**src/rtl/translit_pkg.sv**
```systemverilog
// Shared constants and types for the transliteration sequencer: code width,
// reserved codes, arbiter state and the tag that follows each code through the mapper.
package translit_pkg;

  localparam int CODE_W = 7;

  localparam logic [CODE_W-1:0] WORD_END    = 7'b0000000;
  localparam logic [CODE_W-1:0] BUBBLE_CODE = 7'b1111111;

  typedef enum logic {
    IDLE  = 1'b0,
    SERVE = 1'b1
  } state_e;

  typedef struct packed {
    logic valid;
    logic src;
  } tag_t;

endpackage

```
**src/rtl/translit_sequencer_if.sv**
```systemverilog
// Requester, mapper and output handshake bundle of the transliteration sequencer.
// slave is the sequencer's view, master the view of whatever drives it.
interface translit_sequencer_if;
  import translit_pkg::*;

  logic              req0_valid;
  logic [CODE_W-1:0] req0_code;
  logic              req0_ready;
  logic              req1_valid;
  logic [CODE_W-1:0] req1_code;
  logic              req1_ready;
  logic [CODE_W-1:0] map_code;
  logic [CODE_W-1:0] map_result;
  logic              out_valid;
  logic [CODE_W-1:0] out_code;
  logic              out_src;
  logic              out_ready;
  logic              busy;

  modport slave (
    input  req0_valid, req0_code, req1_valid, req1_code, map_result, out_ready,
    output req0_ready, req1_ready, map_code, out_valid, out_code, out_src, busy
  );

  modport master (
    output req0_valid, req0_code, req1_valid, req1_code, map_result, out_ready,
    input  req0_ready, req1_ready, map_code, out_valid, out_code, out_src, busy
  );

endinterface

```
**src/rtl/translit_result_fifo.sv**
```systemverilog
// Small synchronous FIFO holding {src, mapped code}; the head is read straight
// from registered storage and the occupancy is exported for credit accounting.
module translit_result_fifo #(
  parameter int DEPTH = 4,
  parameter int WIDTH = 8
) (
  input  logic                         clk,
  input  logic                         rst_n,
  input  logic                         push_i,
  input  logic [WIDTH-1:0]             push_data_i,
  input  logic                         pop_i,
  output logic [WIDTH-1:0]             head_o,
  output logic [$clog2(DEPTH+1)-1:0]   count_o
);

  localparam int PTR_W = $clog2(DEPTH);
  localparam int CNT_W = $clog2(DEPTH + 1);

  logic [WIDTH-1:0] mem_q [DEPTH];
  logic [PTR_W-1:0] wr_ptr_q;
  logic [PTR_W-1:0] rd_ptr_q;
  logic [CNT_W-1:0] count_q;
  logic             do_pop;

  function automatic logic [PTR_W-1:0] ptr_inc(input logic [PTR_W-1:0] p);
    return (p == PTR_W'(DEPTH - 1)) ? '0 : p + PTR_W'(1);
  endfunction

  assign do_pop = pop_i && (count_q != '0);

  always_ff @(posedge clk or negedge rst_n) begin
    if (!rst_n) begin
      // NOTE: the storage is reset too, so the head reads as zero out of reset
      // instead of whatever the array powered up with.
      for (int i = 0; i < DEPTH; i++) mem_q[i] <= '0;
      wr_ptr_q <= '0;
      rd_ptr_q <= '0;
      count_q  <= '0;
    end else begin
      // NOTE: non-blocking assignments throughout, so every register here
      // samples the pre-edge values regardless of statement order.
      if (push_i) begin
        mem_q[wr_ptr_q] <= push_data_i;
        wr_ptr_q        <= ptr_inc(wr_ptr_q);
      end
      if (do_pop) rd_ptr_q <= ptr_inc(rd_ptr_q);
      count_q <= count_q + CNT_W'(push_i) - CNT_W'(do_pop);
    end
  end

  assign head_o  = mem_q[rd_ptr_q];
  assign count_o = count_q;

  // The upstream credit scheme must never push into a full FIFO without a pop.
  overflow_a : assert property (@(posedge clk) disable iff (!rst_n)
    !(push_i && !do_pop && count_q == CNT_W'(DEPTH)));

endmodule

```
**src/rtl/translit_sequencer.sv**
```systemverilog
// Word-granular round-robin arbiter sharing a fixed-latency, non-stallable code
// mapper between two requesters; results are re-tagged and buffered under credits.
module translit_sequencer
  import translit_pkg::*;
#(
  parameter int MAP_LATENCY = 5,
  parameter int CREDITS     = 4
) (
  input logic                 clock,
  input logic                 rst_n,
  translit_sequencer_if.slave bus
);

  localparam int CNT_W = $clog2(CREDITS + 1);
  localparam int INF_W = $clog2(MAP_LATENCY + 2);

  state_e            state_q;
  logic              owner_q;
  logic              last_owner_q;
  logic [CODE_W-1:0] map_code_q;
  tag_t              issue_tag_q;
  tag_t              tag_pipe_q [MAP_LATENCY];

  logic [INF_W-1:0]  inflight;
  logic [CNT_W-1:0]  fifo_count;
  logic              credit_ok;
  logic              want;
  logic              win_src;
  logic              accept;
  logic [CODE_W-1:0] acc_code;
  tag_t              tail;
  logic              pop;
  logic [CODE_W:0]   head;

  always_comb begin
    // NOTE: every signal written here gets a default first, so no path through
    // the block can leave it holding its old value (which would infer a latch).
    want    = 1'b0;
    win_src = 1'b0;
    if (state_q == IDLE) begin
      want    = bus.req0_valid || bus.req1_valid;
      win_src = (bus.req0_valid && bus.req1_valid) ? ~last_owner_q : bus.req1_valid;
    end else begin
      want    = owner_q ? bus.req1_valid : bus.req0_valid;
      win_src = owner_q;
    end
  end

  // The issue register counts as in flight: it already holds a credit.
  always_comb begin
    inflight = INF_W'(issue_tag_q.valid);
    for (int i = 0; i < MAP_LATENCY; i++) inflight = inflight + INF_W'(tag_pipe_q[i].valid);
  end

  assign credit_ok = (32'(inflight) + 32'(fifo_count)) < CREDITS;
  assign accept    = want && credit_ok;
  assign acc_code  = win_src ? bus.req1_code : bus.req0_code;

  always_ff @(posedge clock or negedge rst_n) begin
    if (!rst_n) begin
      state_q      <= IDLE;
      owner_q      <= 1'b0;
      last_owner_q <= 1'b1;
      map_code_q   <= BUBBLE_CODE;
      issue_tag_q  <= '0;
      for (int i = 0; i < MAP_LATENCY; i++) tag_pipe_q[i] <= '0;
    end else begin
      map_code_q  <= accept ? acc_code : BUBBLE_CODE;
      issue_tag_q <= '{valid: accept, src: accept && win_src};
      tag_pipe_q[0] <= issue_tag_q;
      for (int i = 1; i < MAP_LATENCY; i++) tag_pipe_q[i] <= tag_pipe_q[i-1];

      if (accept) begin
        if (state_q == IDLE) begin
          if (acc_code != WORD_END) begin
            state_q <= SERVE;
            owner_q <= win_src;
          end else begin
            last_owner_q <= win_src;
          end
        end else if (acc_code == WORD_END) begin
          state_q      <= IDLE;
          last_owner_q <= owner_q;
        end
      end
    end
  end

  // Tail of the tag pipe lines up with the mapper result for that code.
  assign tail = tag_pipe_q[MAP_LATENCY-1];
  assign pop  = (fifo_count != '0) && bus.out_ready;

  translit_result_fifo #(
    .DEPTH (CREDITS),
    .WIDTH (CODE_W + 1)
  ) u_fifo (
    .clk         (clock),
    .rst_n       (rst_n),
    .push_i      (tail.valid),
    .push_data_i ({tail.src, bus.map_result}),
    .pop_i       (pop),
    .head_o      (head),
    .count_o     (fifo_count)
  );

  // Readies are forced low while reset is held, even if a requester is valid.
  assign bus.req0_ready = rst_n && accept && !win_src;
  assign bus.req1_ready = rst_n && accept && win_src;
  assign bus.map_code   = map_code_q;
  assign bus.out_valid  = fifo_count != '0;
  assign bus.out_src    = head[CODE_W];
  assign bus.out_code   = head[CODE_W-1:0];
  assign bus.busy       = (state_q == SERVE) || (inflight != '0) || (fifo_count != '0);

endmodule

```
**src/flat_wrapper.sv**
```systemverilog
// flat-port wrapper written by rule: the top's interface ports become plain ports
module translit_sequencer_flat import translit_pkg::*;
#(
  parameter int MAP_LATENCY = 5,
  parameter int CREDITS     = 4
)
  (clock, rst_n, bus_req0_valid, bus_req0_code, bus_req1_valid, bus_req1_code, bus_map_result, bus_out_ready, bus_req0_ready, bus_req1_ready, bus_map_code, bus_out_valid, bus_out_code, bus_out_src, bus_busy);
  translit_sequencer_if bus_i ();
  input logic clock;
  input logic rst_n;
  input wire logic [$bits(bus_i.req0_valid)-1:0] bus_req0_valid;
  input wire logic [$bits(bus_i.req0_code)-1:0] bus_req0_code;
  input wire logic [$bits(bus_i.req1_valid)-1:0] bus_req1_valid;
  input wire logic [$bits(bus_i.req1_code)-1:0] bus_req1_code;
  input wire logic [$bits(bus_i.map_result)-1:0] bus_map_result;
  input wire logic [$bits(bus_i.out_ready)-1:0] bus_out_ready;
  output wire logic [$bits(bus_i.req0_ready)-1:0] bus_req0_ready;
  output wire logic [$bits(bus_i.req1_ready)-1:0] bus_req1_ready;
  output wire logic [$bits(bus_i.map_code)-1:0] bus_map_code;
  output wire logic [$bits(bus_i.out_valid)-1:0] bus_out_valid;
  output wire logic [$bits(bus_i.out_code)-1:0] bus_out_code;
  output wire logic [$bits(bus_i.out_src)-1:0] bus_out_src;
  output wire logic [$bits(bus_i.busy)-1:0] bus_busy;
  assign bus_i.req0_valid = bus_req0_valid;
  assign bus_i.req0_code = bus_req0_code;
  assign bus_i.req1_valid = bus_req1_valid;
  assign bus_i.req1_code = bus_req1_code;
  assign bus_i.map_result = bus_map_result;
  assign bus_i.out_ready = bus_out_ready;
  assign bus_req0_ready = bus_i.req0_ready;
  assign bus_req1_ready = bus_i.req1_ready;
  assign bus_map_code = bus_i.map_code;
  assign bus_out_valid = bus_i.out_valid;
  assign bus_out_code = bus_i.out_code;
  assign bus_out_src = bus_i.out_src;
  assign bus_busy = bus_i.busy;
  translit_sequencer #(.MAP_LATENCY(MAP_LATENCY), .CREDITS(CREDITS)) u_core (.clock(clock), .rst_n(rst_n), .bus(bus_i));
endmodule
```
**config.mk**
```make
export PLATFORM = sky130hd
export DESIGN_NAME = translit_sequencer_flat
export DESIGN_NICKNAME = d
export VERILOG_FILES = /design/src/rtl/translit_pkg.sv /design/src/rtl/translit_sequencer_if.sv /design/src/rtl/translit_result_fifo.sv /design/src/rtl/translit_sequencer.sv /design/src/flat_wrapper.sv
export SDC_FILE = /design/constraint.sdc
export NUM_CORES = 1
export LEC_CHECK = 0
export BUFFER_PORTS_ARGS = -buffer_cell sky130_fd_sc_hd__buf_4
export CAP_MARGIN = 20
export CORE_ASPECT_RATIO = 1.25
export CORE_UTILIZATION = 29
export CTS_CLUSTER_DIAMETER = 150
export DETAILED_ROUTE_END_ITERATION = 8
export PLACE_DENSITY = 0.48
export SLEW_MARGIN = 30
export SYNTH_ARGS = -nofsm -noshare
export SYNTH_HDL_FRONTEND = slang
export SYNTH_SLANG_ARGS = --single-unit
```
**constraint.sdc**
```tcl
create_clock -name clock -period 3.85 [get_ports clock]
set_input_delay 0.1925 -clock clock [delete_from_list [all_inputs] [get_ports clock]]
set_output_delay 0.1925 -clock clock [all_outputs]
set_load 0.01 [all_outputs]
```
==> out/metrics.yaml <==
crit_type: "reg2out"
io_pins: 45
postRouteAntennaNets: 0
clkLatencyLatePin_ns: 0.33
synth_cell_types: 35
grt_util_all_layers_pct: 11.9
insertedDiodeCount: 0
outcome: "complete, no violations"
required_ns: 3.66
gp_congestion: 0.682
grt_pass1_vias: 1788
synth_nets: 230
critPathCaptureType: "primary output"
wire_per_inst_um: 13.6
hold_ws_ns: 0.0983
grt-ovfl-total: 0
period_share_pct: 94.7
drive_gt1_share_pct: 50.0
fp.dieH_um: 111
relSlewSlack_pct: 49.5
nFillCells: 878
antenna_found_initial: 0
dpl_cell_area_um2: 3260
holdPathStages: 3
critPathLaunchType: "flip-flop"
hold_class: "in2reg"
finalSetupTns_ns: 0
max_clock_freq_mhz: 274
syn_to_final_growth_pct: 28.9
grt_pass1_wl_mm: 8.68
synthCells: 190
rows: 39
cts_buffers: 9
path_clk_slew_ns: 0.05
die_w_um: 89.4
synth_edf_count: 0
core_um2: 9220
vias: 1667
cts_tree: "done"
dieArea_um2: 9950
hold_violations: 0
wl_mm: 5.07
nNetsFinal: 285
portBuffers: 44
yosys_warnings: 0
ys_seq_area_share_pct: 55.4
vias_per_cell: 4.47
cp_max_fo: 4
ir_drop_uv: 337
hpwl_mm: 3.50
p_leak_nw: 1.62
synth_seq_cells: 61
setup_viol: 0
initial_core_util_pct: 30.1
drt_iter0_drc: 45
drv_cap: 0
syn_avg_cell_area_um2: 14.6
drc: 0
grt_max_degree: 61
arrival_ns: 3.45
p_per_area_nw_per_um2: 854
ys_async_sr_fraction_pct: 100
htree_levels: 3
clock_sinks: 61
clockBufferDepth: 2
rr_worst_depth: 13
netlist_area_um2: 2770
fin_skew_ns: 0.0112
drv_slew: 0
stdcell_area_um2: 3570
cts_root_buffer: "clkbuf_16"
post-route-min-period_ns: 3.65
synth-main-ff-cell: "dfrtp_1"
final_common_cell: "dfrtp_1"
rsz0062_at_grt: "no"
final_cell_mix: "dfrtp_1 (53), buf_4 (48), mux2_2 (33), nand2_1 (17), inv_1 (13)"
worst_pin_slew_ns: 0.757
drtPass1Iterations: 4
==> through the flow <==
| stage | std cells | utilization [%] | setup slack [ns] | total power [mW] |
|---|---|---|---|---|
| 4_1_cts | 373 | 38.7 | 0.0595 | 3.10 |
| 5_1_grt | 373 | 38.7 | 0.00358 | 3.30 |
| 3_5_place_dp | 356 | 35.4 | 0.412 | 2.29 |
| 3_3_place_gp | 356 | 35.4 | 0.437 | 2.27 |
| 2_1_floorplan | 190 | - | 0.566 | 1.89 |
| 6_report | 373 | 38.7 | 0.203 | 3.05 |
==> cells by family after synthesis <==
kind of cell	synth area share, %
xor gates and xnor gates	0.632
and+or+nand+nor	7.68
muxes	23.8
DFF	55.4
buffers and inverters	2.93
AOI/OAI and AO/OA	2.08
adders and majority gates	7.40
==> what timing repair did <==
item	CTS	global route
hold endpoints to repair	1	0
hold buffers	1	0
setup endpoints to repair	0	1
buffers inserted	0	0
gates resized for setup	0	5
==> path summary, 6_finish.rpt <==
path	from	to	slack, ns
min in group asynchronous	rst_n	u_core.bus.map_code[5]$_DFF_PN1_	0.39
max in group asynchronous	rst_n	u_core.u_fifo.count_o[0]$_DFF_PN0_	2.71
setup / recovery	u_core.tag_pipe_q[9]$_DFF_PN0_	bus_req1_ready	0.20
setup reg to reg	u_core.tag_pipe_q[9]$_DFF_PN0_	u_core.last_owner_q$_DFFE_PN1P_	0.58
hold reg to reg	u_core.tag_pipe_q[2]$_DFF_PN0_	u_core.tag_pipe_q[0]$_DFF_PN0_	0.34
hold / removal	bus_req0_code[6]	u_core.bus.map_code[6]$_DFF_PN1_	0.1
==> power by group <==
| part | internal, mW | switching, mW | leakage (nW) |
|---|---|---|---|
| registers | 0.960 | 0.194 | 0.732 |
| clock network | 0.516 | 0.276 | 0.143 |
| logic | 0.655 | 0.451 | 0.748 |
| total | 2.13 | 0.921 | 1.62 |
==> flip-flops by register name, summed over array words and instances, names as in the netlist <==
register                cells
u_core.u_fifo.rd_ptr_q      2
u_core.state_q              1
u_core.u_fifo.mem_q        32
u_core.issue_tag_q          2
u_core.bus.map_code         7
u_core.last_owner_q         1
u_core.u_fifo.count_o       3
u_core.owner_q              1
u_core.tag_pipe_q          10
u_core.u_fifo.wr_ptr_q      2
==> metal layers <==
layer	GRT usage, %	wire length, µm
met2	19.7	2590
met5	0	0
met3	3.35	286
met1	14.0	2140
met4	5.08	56
==> worst max-delay path, cell delays in order (launching register included) <==
cell	delay (ns)
dfrtp_1	0.38
ha_1	0.29
inv_2	0.04
fa_1	0.45
fa_2	0.35
fa_1	0.50
inv_1	0.05
ha_1	0.17
nor3_1	0.11
o21ai_1	0.12
a211oi_2	0.23
nor2b_2	0.20
and2_4	0.14
buf_4	0.11
==> cells in the mapped netlist, drive strengths merged, types with 2 or more instances <==
library cell   n  area share (%)
o21ai          3            0.54
nor4           2             1.5
nand2         17             2.3
buf            4            0.77
nor3           2            0.36
or4            3             1.1
mux2          34              14
inv           15             2.0
dfrtp         53              48
xnor2          2            0.63
fa             4             2.9
nor2b          3            0.77
ha            10             4.5
or3            2            0.45
dfstp          8             7.6
mux2i          9             3.4
mux4           8             6.5
==> area by class of cell <==
type	instances	area, µm²	area share, %
flip-flops and latches	61	1540	43.0
well taps	123	154	4.31
multi-input cells	109	1160	32.5
repair buffers	49	370	10.4
clock buffers	12	246	6.90
clock inverters	4	47.5	1.33
inverters	15	56.3	1.58
Power figures use the tool's default switching activity.
